File: src/rtl/pipe_stage_reg.sv
// Pipeline stage register with valid/ready handshake, hold, flush, WFI drain and a
// saturating stall counter. Define PIPE_SKID_EN to add a second (skid) entry.
module pipe_stage_reg #(
    parameter int DATA_W = 32,
    parameter int LANES  = 2,
    parameter int CNT_W  = 16
) (
    input  logic                    clk,
    input  logic                    rst_n,
    input  logic                    in_valid,
    output logic                    in_ready,
    input  logic [LANES*DATA_W-1:0] in_data,
    output logic                    out_valid,
    input  logic                    out_ready,
    output logic [LANES*DATA_W-1:0] out_data,
    input  logic                    hold_i,
    input  logic                    flush_i,
    input  logic                    wfi_i,
    output logic                    drained_o,
    input  logic                    cnt_clr,
    output logic [CNT_W-1:0]        stall_cnt_o
);

    localparam int PW = LANES * DATA_W;

    localparam logic [1:0] ST_EMPTY = 2'd0;
    localparam logic [1:0] ST_ONE   = 2'd1;
    localparam logic [1:0] ST_TWO   = 2'd2;

    logic [1:0]    state;
    logic [1:0]    state_nxt;
    logic [PW-1:0] main_q;
    logic          load_main;
    logic          in_fire;
    logic          out_fire;
    logic [CNT_W-1:0] cnt_q;

    assign out_valid   = (state != ST_EMPTY);
    assign out_data    = main_q;
    assign drained_o   = wfi_i & (state == ST_EMPTY);
    assign stall_cnt_o = cnt_q;

`ifdef PIPE_SKID_EN
    logic [PW-1:0] skid_q;
    logic          load_skid;
    logic          skid_to_main;

    // The skid entry decouples in_ready from out_ready entirely.
    assign in_ready = (state != ST_TWO) & ~hold_i & ~wfi_i & ~flush_i;
`else
    assign in_ready = (~out_valid | out_ready) & ~hold_i & ~wfi_i & ~flush_i;
`endif

    assign in_fire  = in_valid & in_ready;
    assign out_fire = out_valid & out_ready & ~hold_i;

    // NOTE: every signal assigned in always_comb gets a default first so no latch is inferred.
    always_comb begin
        state_nxt    = state;
        load_main    = 1'b0;
`ifdef PIPE_SKID_EN
        load_skid    = 1'b0;
        skid_to_main = 1'b0;
`endif
        if (flush_i) begin
            state_nxt = ST_EMPTY;
        end else if (!hold_i) begin
            case (state)
                ST_EMPTY: begin
                    if (in_fire) begin
                        state_nxt = ST_ONE;
                        load_main = 1'b1;
                    end
                end
                ST_ONE: begin
                    if (in_fire && out_fire) begin
                        load_main = 1'b1;
                    end else if (out_fire) begin
                        state_nxt = ST_EMPTY;
`ifdef PIPE_SKID_EN
                    end else if (in_fire) begin
                        state_nxt = ST_TWO;
                        load_skid = 1'b1;
`endif
                    end
                end
`ifdef PIPE_SKID_EN
                ST_TWO: begin
                    if (out_fire) begin
                        state_nxt    = ST_ONE;
                        skid_to_main = 1'b1;
                    end
                end
`endif
                default: state_nxt = ST_EMPTY;
            endcase
        end
    end

    // NOTE: sequential state uses non-blocking assignments so all registers update together.
    always_ff @(posedge clk or negedge rst_n) begin
        if (!rst_n) begin
            state <= ST_EMPTY;
        end else begin
            state <= state_nxt;
        end
    end

    // Payload registers are cleared on reset but left alone by flush.
    always_ff @(posedge clk or negedge rst_n) begin
        if (!rst_n) begin
            main_q <= '0;
        end else if (load_main) begin
            main_q <= in_data;
`ifdef PIPE_SKID_EN
        end else if (skid_to_main) begin
            main_q <= skid_q;
`endif
        end
    end

`ifdef PIPE_SKID_EN
    always_ff @(posedge clk or negedge rst_n) begin
        if (!rst_n) begin
            skid_q <= '0;
        end else if (load_skid) begin
            skid_q <= in_data;
        end
    end
`endif

    // Counts cycles where data is presented but not taken; keeps running under hold.
    always_ff @(posedge clk or negedge rst_n) begin
        if (!rst_n) begin
            cnt_q <= '0;
        end else if (cnt_clr) begin
            cnt_q <= '0;
        end else if (out_valid && !out_fire && !flush_i && (cnt_q != {CNT_W{1'b1}})) begin
            cnt_q <= cnt_q + CNT_W'(1);
        end
    end

endmodule

File: config.mk
export PLATFORM = sky130hd
export DESIGN_NAME = pipe_stage_reg
export DESIGN_NICKNAME = d
export VERILOG_FILES = /design/src/rtl/pipe_stage_reg.sv
export SDC_FILE = /design/constraint.sdc
export NUM_CORES = 1
export LEC_CHECK = 0
export CORE_MARGIN = 1.5
export CORE_UTILIZATION = 43
export CTS_CLUSTER_DIAMETER = 100
export DETAILED_ROUTE_END_ITERATION = 8
export MAX_ROUTING_LAYER = met4
export PLACE_DENSITY = 0.79
export SLEW_MARGIN = 20
export SYNTH_ARGS = -nofsm -noshare
export SYNTH_HDL_FRONTEND = slang
export SYNTH_SLANG_ARGS = --single-unit
export TNS_END_PERCENT = 20
File: constraint.sdc
create_clock -name clk -period 2.2 [get_ports clk]
set_input_delay 0.22 -clock clk [delete_from_list [all_inputs] [get_ports clk]]
set_output_delay 0.22 -clock clk [all_outputs]
set_load 0.05 [all_outputs]
# After elaboration in Yosys (flattened, before gate mapping)
# Index checks and enable logic that the tools add are counted.
# word_totals
ff_bits,82
input_bits,72
elab_cells,45
# classes
bitwise_logic,12
mux,13
n_reduce_logical,10
n_eq_ne,6
n_addsub,1
# op_table
cell,n
two-way mux 16 bit,2
adder 16 x 1 -> 16 bit (second input constant),1
inequality test 16 bit (second input constant),1
two-way mux 2 bit,5
inequality test 3 bit (second input constant),3
bitwise AND 1 bit,7
logical AND 1 bit,4
two-way mux 1 bit,4
inverter 1 bit,4
one-hot mux 2 bit (2 select lines),1
AND reduction 4 bit,1
nonzero test 2 bit,2
== test 2 x 1 -> 1 bit (second input constant),1
logical NOT 1 bit,2
logical NOT 2 bit,1
inequality test 2 x 1 -> 1 bit (second input constant),1
one-hot mux 1 bit (2 select lines),1
OR 1 bit,1

# Depth between registers and ports, before layout
# Gate-level depths: netlist of run 1.
# depth
word_depth,12
mapped_depth,6
depth_no_buf,5

# Least setup slack after synthesis of run 1
# No wires, ideal clock.
# synth_timing
kind,register to register
start,reg state[0]
end,reg main_q[0] (netlist: out_data[0])
n_path_buf,2
period_less_slack_ns,2.300
slack_ns,-0.100
arrival_time_ns,2.174
path_stages_with_launch,6
cell_sequence,dfrtp_1 > a2111oi_4 > nand2_1 > buf_6 > buf_6 > mux2_4
# synth_via
elab_chain_len,12
# synth_lines
item,line_no,text
from (decl),30,logic [1:0] state;
from (signal assigned),105,state <= state_nxt;
nonzero test 2 bit *,38,assign out_valid = (state != ST_EMPTY);
inverter 1 bit *,51,assign in_ready = (~out_valid | out_ready) & ~hold_i & ~wfi_i & ~flush_i;
OR 1 bit *,51,
bitwise AND 1 bit * (3 in series),51,
named net in_ready,11,"output logic in_ready,"
bitwise AND 1 bit *,54,assign in_fire = in_valid & in_ready;
logical AND 1 bit,76,if (in_fire && out_fire) begin
two-way mux 1 bit,76,
one-hot mux 1 bit (2 select lines) *,68,case (state)
two-way mux 1 bit *,67,end else if (!hold_i) begin
two-way mux 1 bit *,65,if (flush_i) begin
to (signal assigned),114,main_q <= in_data;
to (decl),32,logic [PW-1:0] main_q;
# The timed path passes the listed nets; every way through them passes the cells marked *.
# A chain may end at the register's enable or synchronous reset.

# Final worst setup path of run 1
# layout_timing
start,reg cnt_q[7] (netlist: stall_cnt_o[7])
end,out stall_cnt_o[7]
# layout_rtl
item,line_no,text
from (decl),36,logic [CNT_W-1:0] cnt_q;
from (signal assigned),139,cnt_q <= cnt_q + CNT_W'(1);
to (decl),21,output logic [CNT_W-1:0] stall_cnt_o
# No word-level cell between the ends.

==> results.toml, run 1 <==
[sta]
tightest_slew_ns = 0.534
fin_crit_sh_pct = 89.8
setup_violations = 0
finalHoldViolCount = 0
period_minus_slack_ns = 1.98
maxSlewHeadroom_pct = 64.3
finalClockSkew_ns = 0.0135
drv_slew = 0
max_freq_ghz = 0.506
worst_hold_slack_ns = 0.337
rsz0062_at_grt = "no"

[clock_tree]
cts-resized-gates = 0
clock_latency_ns = 0.34
postCtsSetupBuffers = 0
cts_made_buffers = 9
root_buffer = "clkbuf_8"
h-tree-depth = 3
cts_tree = "built"
cts_hold_buf = 1
clkTransAtPathRegs_ns = 0.08
clockBufferDepth = 2
cts_sinks = 81

[global_routing]
antenna_found_initial = 0
overflow = 0
grt_use_total_pct = 20.6
grt_pass1_vias = 2776
grt_pass1_wl_mm = 13.7
grt_max_degree = 51

[yosys]
synth_most_common_cell = "dfrtp_1"
synth_xor_area_share_pct = 0
synth_top_family_by_area = "multiplexers"
synth_common_cells = "dfrtp_1, mux2_4, mux2_2, nor2_1, nor2b_1"
netlist_top_cells_area = "dfrtp_1, mux2_4, mux2_2"
ys_types = 34
muxShareOfSynthArea_pct = 28.0
yosysWarnings = 0
synth.avg_cell_area_sq_um = 14.8
netlist.area_leader.share_pct = 55.8
synth_area_sq_um = 3630
synthesis.nets = 318
syn_inst = 245
synthSimpleGateAreaFrac_pct = 9.78
synthAdderAreaFrac_pct = 0.344
synth.yosys.seq_area_share_pct = 55.8
async_flop_share_pct = 100
synth_ff_type = "dfrtp_1"
ys_ff_latch = 81
synth.largest_area_cell = "dfrtp_1"
synth_edf_count = 0
synth_compound_area_share_pct = 3.27

[setup_path]
cp_cell_sequence = "clkdlybuf4s50_1"
required_ns = 1.98
cp_max_fo = 8
reg2reg_setup_slack_ns = 0.25
worstPathArrival_ns = 1.76
path_delay_family = "buffers and inverters"
startpoint_type = "flip-flop"
criticalPathCategory = "reg -> out"
crit_path_end_kind = "primary output"
cpPeakStageDelay_ns = 0.87
critPathBufInv = 1
cp_slowest_cell = "clkdlybuf4s50_1"

[finish]
syn2layout_area_growth_pct = 52.8
layout-drive-gt1-share_pct = 26.1
fin_util_pct = 67.5
fill_cells = 605
antenna_cells = 0
ff_latch_area_sq_um = 2030
multi_input_area_sq_um = 1510
design_area_sq_um = 5550
final_nets = 483
finalNonFillerCells = 519

[route]
vias_per_cell = 5.11
drc = 0
vias = 2654
routed_wirelength_mm = 8.71
wl_per_cell_um = 16.8
antenna_left = 0
drt-initial-drc-count = 99
dr.pass1.iters = 4

[place]
place_area_sq_um = 5330
gp_congestion = 0.813
portBuffers = 154
dp_cells = 503
hpwl_mm = 6.34

[pwr]
power_leakage_nw = 2.49
finalPower_w = 0.00515
ir_drop_uv = 607
power_density_nw_per_um2 = 928

[status]
outcome = "complete, no violations"

[hold_path]
hold_class = "in -> async"

[floorplan]
initial_core_util_pct = 44.2
die_h_um = 94.9
die_area_sq_um = 9010
coreArea_sq_um = 8220
die_w_um = 94.9
rows = 33
io-pin-count = 155

[run]
max_cap_viol_count = 0
worst register-to-register path, delay by kind of cell (launching register included):
kind,cells,cell delay [ns]
flops,1,0.46
mux,1,0.38
simple gates,3,0.99
where the power goes:
part           switching [W]  total (W)  internal (W)
Clock               0.000526    0.00116      0.000634
Sequential          0.000150    0.00190       0.00175
Combinational        0.00122    0.00209      0.000866
Total                0.00190    0.00515       0.00325
logic make-up after synthesis:
| logic type | Yosys count |
|---|---|
| and+or+nand+nor | 61 |
| AOI/OAI and AO/OA | 14 |
| adders and majority gates | 1 |
| buffers and inverters | 14 |
| DFF | 81 |
| muxes | 74 |
final cells by class:
type,instances,area share [%]
timing repair buffer,166,30.0
clock inverter,5,1.47
inverter,2,0.135
tap,105,2.37
multi-input combinational,150,27.2
clock buffer,10,2.30
sequential,81,36.5
state kept, by name (all words and copies together), names as in the netlist:
name and cells:
out_data 64, stall_cnt_o 16, state 1
cell usage in the layout (no fill, tap or decap), drive strengths merged, types with 5 or more instances in the layout:
cell | synthesis | final
mux2 | 73 | 73
clkbuf | 3 | 10
nand3 | 5 | 5
nor2 | 13 | 13
nor2b | 9 | 9
nand2 | 8 | 8
nand4 | 5 | 5
nor4 | 6 | 6
buf | 9 | 14
dfrtp | 81 | 81
clkdlybuf4s50 | 0 | 151
metrics by stage:
| stage | TNS (ns) | setup WS, ns |
|---|---|---|
| after CTS | 0 | 0.206 |
| after detailed placement | 0 | 0.181 |
| after global routing | 0 | 0.147 |
| final | 0 | 0.223 |
| after floorplan | -2.28 | -0.0470 |
| after global placement | 0 | 0.191 |
worst paths after layout:
path	from	end	cells past startpoint
setup / recovery	stall_cnt_o[7]$_DFFE_PN0P_	stall_cnt_o[7]	1
hold / removal	rst_n	stall_cnt_o[11]$_DFFE_PN0P_	2
setup reg to reg	stall_cnt_o[4]$_DFFE_PN0P_	stall_cnt_o[9]$_DFFE_PN0P_	4
hold reg to reg	out_data[25]$_DFFE_PN0P_	out_data[25]$_DFFE_PN0P_	1
max in group asynchronous	rst_n	stall_cnt_o[0]$_DFFE_PN0P_	3
min in group clk	in_data[62]	out_data[62]$_DFFE_PN0P_	2
layer usage:
layer | vias to the layer above | track usage (%) | share of wire [%]
li1 | 1219 | - | -
met1 | 1300 | 24.8 | 42
met2 | 116 | 33.1 | 50
met3 | 19 | 4.27 | 5.6
met4 | 0 | 9.45 | 2.7
met5 | - | - | 0
Note: power is estimated with default switching activity, not from simulation.
==> run 2: changes to the inputs <==
--- a/config.mk
+++ b/config.mk
@@ -10,7 +10,7 @@
 export CTS_CLUSTER_DIAMETER = 100
 export DETAILED_ROUTE_END_ITERATION = 8
 export MAX_ROUTING_LAYER = met4
-export PLACE_DENSITY = 0.79
+export PLACE_DENSITY = 0.9
 export SLEW_MARGIN = 20
 export SYNTH_ARGS = -nofsm -noshare
 export SYNTH_HDL_FRONTEND = slang
==> run 2 against run 1 <==
Via count decreased by 0.64%. First-iteration DRC count decreased by 23%. Combinational power about the same. Sequential power about the same. Cell count decreased by 0.77%. Clock skew increased by 0.00066 ns. Largest power group unchanged.
==> results.toml, run 2 (synthesized netlist as in run 1, its figures left out) <==
[setup_path]
reg2reg_setup_slack_ns = 0.35
criticalPathCategory = "reg -> out"
cp_cell_sequence = "clkdlybuf4s50_1"
crit_path_end_kind = "primary output"
worstPathArrival_ns = 1.72
required_ns = 1.98
cp_max_fo = 8
path_delay_family = "buffers and inverters"
cpPeakStageDelay_ns = 0.88
cp_slowest_cell = "clkdlybuf4s50_1"
critPathBufInv = 1
startpoint_type = "flip-flop"

[finish]
finalNonFillerCells = 515
syn2layout_area_growth_pct = 51.9
final_nets = 479
design_area_sq_um = 5520
largest_reg_flops = 64
final_common_cell = "clkdlybuf4s50_1"
antenna_cells = 0
layout-drive-gt1-share_pct = 25.6
layout_common_cells = "clkdlybuf4s50_1, dfrtp_1, mux2_4, mux2_2, nor2_1"

[sta]
setup_violations = 0
fin_crit_sh_pct = 88.4
tns_ns = 0
finalHoldViolCount = 0
tightest_slew_ns = 0.543
drv_slew = 0
rsz0062_at_grt = "no"
max_freq_ghz = 0.514
finalClockSkew_ns = 0.0141
period_minus_slack_ns = 1.94
maxSlewHeadroom_pct = 63.7

[floorplan]
initial_core_util_pct = 44.2
die_w_um = 94.9
die_h_um = 94.9
rows = 33
io-pin-count = 155
coreArea_sq_um = 8220
die_area_sq_um = 9010

[clock_tree]
clkTransAtPathRegs_ns = 0.08
clock_latency_ns = 0.35
postCtsSetupBuffers = 0
clockBufferDepth = 2
cts_tree = "built"
h-tree-depth = 3
cts_sinks = 81
cts_made_buffers = 9
root_buffer = "clkbuf_8"

[global_routing]
grt_use_total_pct = 20.2
grt_max_degree = 47
antenna_found_initial = 0
overflow = 0
grt_pass1_vias = 2730
grt_pass1_wl_mm = 13.4

[pwr]
sequentialPowerShare_pct = 36.9
finalPower_w = 0.00515
p_sw_w = 0.00191
power_leakage_nw = 2.48
clkPwrFrac_pct = 22.6
internal_power_w = 0.00324
p_comb_share_pct = 40.6
power_density_nw_per_um2 = 933
switching_share_pct = 37.1
ir_drop_uv = 460

[place]
hpwl_mm = 6.38
gp_congestion = 0.821
portBuffers = 154
dp_cells = 499
place_area_sq_um = 5300

[route]
vias = 2637
vias_per_cell = 5.12
wl_per_cell_um = 17.0
drc = 0
drt-initial-drc-count = 76
antenna_left = 0
routed_wirelength_mm = 8.76
dr.pass1.iters = 4

[run]
max_cap_viol_count = 0

[status]
outcome = "complete, no violations"

[hold_path]
hold_class = "in -> async"
[run 2: cell type report]
cell class / count / area (sq um)
sequential: 81 / 2030
fill: 615 / 2700
multi-input combinational: 150 / 1510
clock buffer: 9 / 124
tap: 105 / 131
clock inverter: 6 / 83.8
inverter: 2 / 7.51
timing repair buffer: 162 / 1630
[run 2: metrics by stage]
stage	setup slack, ns	hold WS [ns]	util (%)
after CTS	0.243	0.382	67.2
after global routing	0.166	0.447	67.2
after detailed placement	0.0421	0.218	64.5
final	0.256	0.398	67.2
after floorplan	-0.0470	-0.0756	-
after global placement	0.119	0.212	64.5
[run 2: what timing repair did]
item,4_1_cts,5_1_grt
hold buffers,1,0
resized for setup,0,0
endpoints found under the hold margin,35,0
[run 2: worst paths after layout]
kind | startpoint | end | cells past startpoint
max | stall_cnt_o[7]$_DFFE_PN0P_ | stall_cnt_o[7] | 1
max in group asynchronous | rst_n | out_data[5]$_DFFE_PN0P_ | 3
min in group clk | in_data[53] | out_data[53]$_DFFE_PN0P_ | 2
min | rst_n | out_data[31]$_DFFE_PN0P_ | 2
max reg2reg | stall_cnt_o[5]$_DFFE_PN0P_ | stall_cnt_o[9]$_DFFE_PN0P_ | 4
min reg2reg | out_data[23]$_DFFE_PN0P_ | out_data[23]$_DFFE_PN0P_ | 1
[run 2: power groups by stage]
stage	Sequential [W]	Clock, W	Combinational [W]
global route	0.00193	0.00126	0.00216
CTS	0.00190	0.00119	0.00211
global placement	0.00191	0	0.00207
floorplan	0.00284	0	0.000390
detailed placement	0.00192	0	0.00210
finish	0.00190	0.00116	0.00209
[run 2: routing by layer]
metal / up-vias / share of wire, % / track usage [%]
li1: 1205 / - / -
met1: 1319 / 41 / 24.8
met2: 101 / 52 / 32.7
met3: 12 / 5.6 / 4.75
met4: 0 / 1.1 / 6.59
met5: - / 0 / -
